===== src/rtl/counter_seq_pkg.sv =====
// Shared types and default widths for the counter sequencer.
package counter_seq_pkg;
    localparam int DEF_WIDTH  = 4;
    localparam int DEF_REPS_W = 4;

    typedef enum logic [1:0] {IDLE, RUN, HOLD, FINISH} seq_state_t;
endpackage


===== src/rtl/counter_seq_ctrl_if.sv =====
// Control/status bundle between the sequencer and the logic driving it.
interface counter_seq_ctrl_if
    import counter_seq_pkg::*;
#(
    parameter int WIDTH  = DEF_WIDTH,
    parameter int REPS_W = DEF_REPS_W
);
    logic              start;
    logic              pause;
    logic              abort;
    logic [WIDTH-1:0]  term_val;
    logic [REPS_W-1:0] reps;
    logic [WIDTH-1:0]  count;
    logic [REPS_W-1:0] rep_cnt;
    logic              wrap;
    logic              busy;
    logic              done;

    modport master (
        output start, pause, abort, term_val, reps,
        input  count, rep_cnt, wrap, busy, done
    );

    modport slave (
        input  start, pause, abort, term_val, reps,
        output count, rep_cnt, wrap, busy, done
    );
endinterface


===== src/rtl/counter_mod_n.sv =====
// Modulo counter 0..term; clr beats en, wrap flags the enabled terminal cycle.
module counter_mod_n #(
    parameter int WIDTH = 4
) (
    input  logic             clk,
    input  logic             rst,
    input  logic             en,
    input  logic             clr,
    input  logic [WIDTH-1:0] term,
    output logic [WIDTH-1:0] count,
    output logic             wrap
);
    assign wrap = en && (count == term);

    always_ff @(posedge clk) begin
        if (rst || clr)
            count <= '0;
        else if (en)
            count <= wrap ? '0 : count + WIDTH'(1);
    end
endmodule


===== src/rtl/counter_seq_ctrl.sv =====
// Runs counter_mod_n through 0..term_q for reps_q periods with pause/abort.
module counter_seq_ctrl
    import counter_seq_pkg::*;
#(
    parameter int WIDTH  = DEF_WIDTH,
    parameter int REPS_W = DEF_REPS_W
) (
    input logic               clk,
    input logic               rst,
    counter_seq_ctrl_if.slave bus
);
    seq_state_t        state;
    logic [WIDTH-1:0]  term_q;
    logic [REPS_W-1:0] reps_q;
    logic [REPS_W-1:0] rep_cnt;
    logic [WIDTH-1:0]  count;
    logic              en;
    logic              clr;
    logic              wrap;

    // pause gates counting in the same cycle, before the FSM has moved to HOLD
    assign en  = ((state == RUN) || (state == HOLD)) && !bus.pause;
    assign clr = rst || bus.abort || (state == IDLE);

    counter_mod_n #(.WIDTH(WIDTH)) u_cnt (
        .clk   (clk),
        .rst   (rst),
        .en    (en),
        .clr   (clr),
        .term  (term_q),
        .count (count),
        .wrap  (wrap)
    );

    always_ff @(posedge clk) begin
        if (rst || bus.abort) begin
            state   <= IDLE;
            term_q  <= '0;
            reps_q  <= '0;
            rep_cnt <= '0;
        end else begin
            case (state)
                IDLE: begin
                    rep_cnt <= '0;
                    if (bus.start) begin
                        term_q <= bus.term_val;
                        reps_q <= bus.reps;
                        state  <= (bus.reps == '0) ? FINISH : RUN;
                    end
                end
                RUN, HOLD: begin
                    if (bus.pause) begin
                        state <= HOLD;
                    end else begin
                        state <= RUN;
                        if (wrap) begin
                            rep_cnt <= rep_cnt + REPS_W'(1);
                            if (rep_cnt == reps_q - REPS_W'(1))
                                state <= FINISH;
                        end
                    end
                end
                // clear here so rep_cnt already reads 0 in the following IDLE cycle
                FINISH: begin
                    rep_cnt <= '0;
                    state   <= IDLE;
                end
                default: state <= IDLE;
            endcase
        end
    end

    assign bus.count   = count;
    assign bus.rep_cnt = rep_cnt;
    assign bus.wrap    = wrap;
    assign bus.busy    = (state == RUN) || (state == HOLD);
    assign bus.done    = (state == FINISH);
endmodule


===== src/flat_wrapper.sv =====
// flat-port wrapper written by rule: the top's interface ports become plain ports
module counter_seq_ctrl_flat import counter_seq_pkg::*;
#(
    parameter int WIDTH  = DEF_WIDTH,
    parameter int REPS_W = DEF_REPS_W
)
  (clk, rst, bus_start, bus_pause, bus_abort, bus_term_val, bus_reps, bus_count, bus_rep_cnt, bus_wrap, bus_busy, bus_done);
  counter_seq_ctrl_if #(.WIDTH(WIDTH), .REPS_W(REPS_W)) bus_i ();
  input logic clk;
  input logic rst;
  input wire logic [$bits(bus_i.start)-1:0] bus_start;
  input wire logic [$bits(bus_i.pause)-1:0] bus_pause;
  input wire logic [$bits(bus_i.abort)-1:0] bus_abort;
  input wire logic [$bits(bus_i.term_val)-1:0] bus_term_val;
  input wire logic [$bits(bus_i.reps)-1:0] bus_reps;
  output wire logic [$bits(bus_i.count)-1:0] bus_count;
  output wire logic [$bits(bus_i.rep_cnt)-1:0] bus_rep_cnt;
  output wire logic [$bits(bus_i.wrap)-1:0] bus_wrap;
  output wire logic [$bits(bus_i.busy)-1:0] bus_busy;
  output wire logic [$bits(bus_i.done)-1:0] bus_done;
  assign bus_i.start = bus_start;
  assign bus_i.pause = bus_pause;
  assign bus_i.abort = bus_abort;
  assign bus_i.term_val = bus_term_val;
  assign bus_i.reps = bus_reps;
  assign bus_count = bus_i.count;
  assign bus_rep_cnt = bus_i.rep_cnt;
  assign bus_wrap = bus_i.wrap;
  assign bus_busy = bus_i.busy;
  assign bus_done = bus_i.done;
  counter_seq_ctrl #(.WIDTH(WIDTH), .REPS_W(REPS_W)) u_core (.clk(clk), .rst(rst), .bus(bus_i));
endmodule

===== config.mk =====
export PLATFORM = sky130hd
export DESIGN_NAME = counter_seq_ctrl_flat
export DESIGN_NICKNAME = d
export VERILOG_FILES = /design/src/rtl/counter_seq_pkg.sv /design/src/rtl/counter_seq_ctrl_if.sv /design/src/rtl/counter_mod_n.sv /design/src/rtl/counter_seq_ctrl.sv /design/src/flat_wrapper.sv
export SDC_FILE = /design/constraint.sdc
export NUM_CORES = 1
export LEC_CHECK = 0
export ABC_CLOCK_PERIOD_IN_PS = 3000
export BUFFER_PORTS_ARGS = -buffer_cell sky130_fd_sc_hd__buf_2
export CAP_MARGIN = 10
export CORE_AREA = 3 3 54 56
export CTS_CLUSTER_SIZE = 24
export DETAILED_ROUTE_END_ITERATION = 8
export DIE_AREA = 0 0 57 59
export GPL_ROUTABILITY_DRIVEN = 0
export RECOVER_POWER = 50
export SYNTH_ARGS = -nofsm -noshare
export SYNTH_HDL_FRONTEND = slang
export SYNTH_HIERARCHICAL = 1
export SYNTH_SLANG_ARGS = --single-unit

===== constraint.sdc =====
create_clock -name clk -period 3 [get_ports clk]
set_clock_uncertainty 0.2 [all_clocks]
set_input_delay 0.45 -clock clk [delete_from_list [all_inputs] [get_ports clk]]
set_output_delay 0.45 -clock clk [all_outputs]
set_load 0.05 [all_outputs]

# After elaboration in Yosys (flattened, before gate mapping)
# Index checks and enable logic that the tools add are counted.
[totals]
regBits = 18
output_inout_bits = 11
wordCells = 39
[classes]
addsub = 3
eq_ne = 8
n_mux = 10
n_reduce_logical = 13
[ops]
columns = ["cell", "count"]
rows = [
  ["2-to-1 mux 4 bit", 3],
  ["2-to-1 mux 2 bit", 5],
  ["adder 4 x 1 -> 4 bit, second input constant", 2],
  ["== test 4 bit", 2],
  ["one-hot mux 4 bit (2 select lines)", 1],
  ["inequality test 2 bit, second input constant", 3],
  ["one-hot mux 2 bit (3 select lines)", 1],
  ["== test 2 bit, second input constant", 2],
  ["logical NOT 4 bit", 1],
  ["logical OR 1 bit", 4],
  ["AND reduction 2 bit", 2],
  ["OR reduction 2 bit", 2],
  ["subtractor 4 x 1 -> 4 bit, second input constant", 1],
  ["== test 2 x 1 -> 1 bit, second input constant", 1],
  ["logical AND 1 bit", 2],
  ["logical NOT 2 bit", 1],
  ["logical NOT 1 bit", 1],
]

# Depth between registers and ports, before layout
[logic_depth]
ltp_word = 7
mapped_depth = 9
ltp_nobuf = 9

# By module
# Netlist, hierarchy kept.
[by_module_without_submodules]
columns = ["module", "n_inst", "cells_each", "area_each_um2", "seq_area_each_um2"]
rows = [
  ["counter_seq_ctrl", 1, 86, 753.2, 280.3],
  ["counter_mod_n", 1, 24, 246.5, 80.1],
]

# Least setup slack after synthesis
# Ideal clock, no wire load.
[synth_path]
path_type = "register to register"
from = "register u_core.state[1]"
to = "register u_core.rep_cnt[3] (netlist: u_core/bus.rep_cnt[3])"
arrival_time_ns = 2.779
required_time_ns = 2.735
slack_ns = -0.045
stages_incl_launch_ff = 10
period_less_slack_ns = 3.045
path_cell_list = "dfxtp_1 > inv_1 > ha_1 > nor2b_1 > and4_4 > and2_2 > nor2b_1 > nand4_1 > xor2_1 > nor2_1"
[synth_via]
elab_chain_cells = 6
[synth_rtl]
columns = ["item", "line", "rtl"]
rows = [
  ["start: declaration", "counter_seq_ctrl.sv:12", "seq_state_t state;"],
  ["start signal: assignment", "counter_seq_ctrl.sv:48", "state <= (bus.reps == '0) ? FINISH : RUN;"],
  ["== test 2 x 1 -> 1 bit / == test 2 bit (equally long branches)", "--", ""],
  ["logical OR 1 bit (*)", "--", ""],
  ["net bus_busy", "flat_wrapper.sv:19", "output wire logic [$bits(bus_i.busy)-1:0] bus_busy;"],
  ["logical AND 1 bit (*)", "counter_seq_ctrl.sv:22", "assign en = ((state == RUN) || (state == HOLD)) && !bus.pause;"],
  ["net u_core.en", "counter_seq_ctrl.sv:17", "logic en;"],
  ["logical AND 1 bit (*)", "counter_mod_n.sv:13", "assign wrap = en && (count == term);"],
  ["net bus_wrap", "flat_wrapper.sv:18", "output wire logic [$bits(bus_i.wrap)-1:0] bus_wrap;"],
  ["inequality test 2 bit (no source line) (*)", "--", ""],
  ["AND reduction 2 bit (no source line) (*)", "--", ""],
  ["end signal: assignment", "counter_seq_ctrl.sv:57", "rep_cnt <= rep_cnt + REPS_W'(1);"],
  ["end: declaration", "counter_seq_ctrl.sv:15", "logic [REPS_W-1:0] rep_cnt;"],
]
# The timed path passes the listed nets; every way through them passes the cells marked *.
# A chain may end at the register's enable or synchronous reset.

# Worst setup path after layout
[layout_path]
from = "register u_core.state[1]"
to = "output bus_wrap"
[layout_via]
elab_chain_cells = 4
[layout_rtl]
columns = ["item", "line"]
rows = [
  ["== test 2 x 1 -> 1 bit / == test 2 bit (equally long branches)", "counter_seq_ctrl.sv:22"],
  ["logical OR 1 bit (*)", "counter_seq_ctrl.sv:22"],
  ["logical AND 1 bit (*)", "counter_seq_ctrl.sv:22"],
  ["net u_core.en", "counter_seq_ctrl.sv:17"],
  ["logical AND 1 bit (*)", "counter_mod_n.sv:13"],
  ["end: declaration", "flat_wrapper.sv:18"],
]
# Marked as above.

==> summary.md <==
The flow ran to the end, and the final reports show no timing, DRC or antenna violations. Counting along the longest clock path gives a buffer depth of 2. The cell area that synthesis handed to floorplanning was 999.7 sq um. The tools report the worst-case vdd ir drop as 0.0002499 V.

After routing the design area is 1156 sq um. The first global-routing pass estimated 3.898 mm of wire. The tree is rooted in a clkbuf_4. Of the total synthesized cell area, the portion taken by full adders, half adders and majority gates is 7.509%.

The run gives 129 as the net count after synthesis. For the pin with the worst max-slew slack, the measured transition is 0.5996 ns. Total length of routed wires: 2.213 mm. In this run the worst path has a maximum fanout of 7. Synthesized area divided by synthesized cell count: 9.088 sq um.

The synthesized-area fraction occupied by ao, oa, aoi and oai cells was 10.76%; the number of ports placed on the die boundary was 24. Once detail routing completed, the nets flagged for antenna violations numbered 0. The min-delay analysis places its worst path in the category input port to flip-flop. After synthesis, the largest family of logic cells by area is simple AND/OR/NAND/NOR gates. The count of endpoints failing hold in the final timing report is 0, and the global routing met3 resource utilization is 2.397%. The cell count after synthesis came out at 110.

The tools report the number of rows created at floorplan as 18. The cell with the largest stage delay on the worst path was dfxtp_1. The tools report the hold buffer count at CTS as 0.

Via count of the first global-routing pass: 867. The busiest layer in global routing was met2. The clock transition at the registers of the reported paths is 0.11 ns. In the synthesized netlist the dominant register cell turns out to be dfxtp_1. The logs give 603.1 sq um for the multi-input gate area in the final layout and 0 for the post-CTS resize count.

Once placement completed, the tool counted placed cells totaling 160. Count of placed standard cells in the final layout, fillers left out: 164. The logs give 18.21% for the met1 track demand over resource in global routing and 3363 sq um for the area of the die. The register area was 360.3 sq um; the final-report max-slew violation count was 0. For this run, asynchronously set or reset flops after synthesis account for 0%. The number of distinct standard cells referenced by the synthesized netlist was 35; the area after detailed placement was 1131 sq um. In the routed layout, each cell is associated on average with a via count of 5.207. The arrival time at the worst endpoint was 2.16 ns; the area share of xor/xnor cells in the synthesized design was 13.89%. The region available for standard cell placement spans 2477 sq um. The number of buffers created by CTS was 3; the leakage power was 0.4291 nW.

The count of buffers added on input and output ports is 23. Entering global routing, the biggest net connects 14 pins. The number of warning messages in the yosys log is 6, and the sum of negative setup slack is 0 ns. Along the worst hold path, the cell count comes to 3. For this block, the via count after detailed routing is 854.

In this run, synthesis inferred 0 flip-flops with an integrated enable. The layout has 258 filler cells. The antenna diode count came out at 0. The initial core utilization came out at 40.35%. Total power for the finished layout comes to 0.0004619 W. For this run the aggregate overflow at the end of global routing stands at 0. After synthesis, the largest area contributor takes up 36.05% of total cell area. The maximum operating frequency is 355.6 MHz.

Commonest non-fill, non-tap cell in the layout: dfxtp_1. The post-synthesis simple-gate area fraction was 25.91%. The global-route met2 utilization is 25.61%, and the number of clock sinks is 18. The number of antenna violations at the first check in global routing came out at 0. The gate family responsible for the most delay along the worst path is simple AND/OR/NAND/NOR gates. The clock insertion delay at the later pin of the skew report was 0.29 ns. The tools report the number of H-tree branching levels as 1.

Leaving out fill and tap cells, the most frequent cells in the layout are dfxtp_1 (18), buf_2 (14), nand2_1 (11). In this run, the number of DRC markers left after iteration 0 of detailed routing was 28. In the synthesized netlist, mux cells make up 2.003% of the area. Setup repair after global routing left no endpoint under its margin. Measured in cells, the most critical reg-to-reg path has a length of 9. Walking the worst path, the cells encountered are inv_1 > ha_1 > nor2b_2 > and4_4 > and2_2 > buf_2. In this run the power density over the cells is 399.5 nW/um^2. STA classifies the critical path startpoint as a flip-flop. Synthesis-to-layout area growth: 15.64%. The data required time at the worst endpoint was 2.35 ns; the height of the die was 59 microns. After synthesis the netlist holds a flip-flop and latch count of 18. Global routing consumed, over all layers together, 14.74% of the routing resources. The worst setup path is captured at an output pin.

The logs give 36.05% for the sequential area share after synthesis and 0 for the number of max-capacitance violations reported. In this design, the stage delay of the slowest critical-path cell is 0.41 ns. The worst pin sits at a relative slew slack of 60.20%. In the final design database the tool counted 154 nets. The post-detailed-route wirelength per cell was 13.49 microns.

The floorplan step set the die width to 57 microns. Dividing the final minimum period by the clock period gives 93.73%. The post-route netlist has 19.40% of its cells at a drive strength greater than 1.

Setup violations remaining at the end of the flow were counted as 0. Setup slack on the critical path of the routed design comes to 0.1881 ns. The critical path class was flip-flop to output pin. The critical path buffer and inverter count came out at 2. The tools report the post-detailed-route DRC marker count as 0.

The largest total area in the synthesized netlist belongs to dfxtp_1. In this run the number of cells on the critical path is 6. Prior to clock tree synthesis, the placed netlist has a worst setup slack of 0.4936 ns. For the post-detailed-placement half-perimeter wirelength, the log shows 1.708 mm. TritonCTS built the clock tree. For the total setup buffers inserted after CTS, the log shows 0. In the post-synthesis netlist, the biggest area contributors are dfxtp_1 (36%), ha_1 (7.5%), xnor2_1 (6.1%).

The number of detailed-route iterations in the first pass was 4; the final critical delay including setup and external delays was 2.812 ns.
-- per-stage QoR --
step / utilization [%] / hold slack, ns
after floorplan: - / 0.2470
after global placement: 45.66 / 0.2605
after detailed placement: 45.66 / 0.2671
after CTS: 47.12 / 0.1945
after global routing: 46.67 / 0.2006
final: 46.67 / 0.1981
-- path summary, 6_finish.rpt --
path,from,end,slack (ns)
max,u_core/state[1],bus_wrap,0.19
min,bus_term_val[1],u_core/term_q[1],0.20
max reg2reg,u_core/state[1],u_core/bus.rep_cnt[2],0.45
min reg2reg,u_core/term_q[1],u_core/term_q[1],0.28
-- layer usage --
layer | part of all wire, % | vias to the layer above
li1 | - | 436
met1 | 48 | 401
met2 | 46 | 15
met3 | 4.2 | 2
met4 | 0.86 | 0
met5 | 0 | -
-- cell families after synthesis --
group | after synthesis
AO/OA/AOI/OAI | 17
XOR/XNOR | 15
adder cells (fa/ha/maj) | 6
buffers and inverters | 7
flip-flops | 18
multiplexers | 2
AND/OR/NAND/NOR | 45
-- worst min-delay path: cells and delay by family --
kind | cells | cell delay (ns)
compound gates | 1 | 0.05
simple gates | 1 | 0.05
buf+inv | 1 | 0.10
-- registers in the layout (all words and copies together), names as in the netlist --
name	count
u_core/u_cnt/count	4
u_core/state	2
u_core/reps_q	4
u_core/bus.rep_cnt	4
u_core/term_q	4
-- where the power goes --
part / leakage, nW / internal, W / switching, W
clock network: 0.0210 / 0.0000738 / 0.0000800
logic: 0.262 / 0.0000241 / 0.0000368
registers: 0.146 / 0.000243 / 0.00000376
total: 0.429 / 0.000341 / 0.000121
-- cell usage after synthesis (all sizes together), types with 2 or more instances --
cell type / n
nor2b: 2
xnor2: 8
a21oi: 8
nand4: 3
mux2i: 2
ha: 6
nand2: 11
xor2: 7
inv: 4
buf: 3
or2: 2
a211oi: 4
nor2: 7
dfxtp: 18
nand3: 9
-- area by class of cell --
cell class,instances,share of cell area [%]
repair buffers,23,8.983
clock buffers,4,3.139
flip-flops and latches,18,31.17
inverters,4,1.299
well taps,30,3.247
multi-input cells,85,52.16
Power figures use the tool's default switching activity.
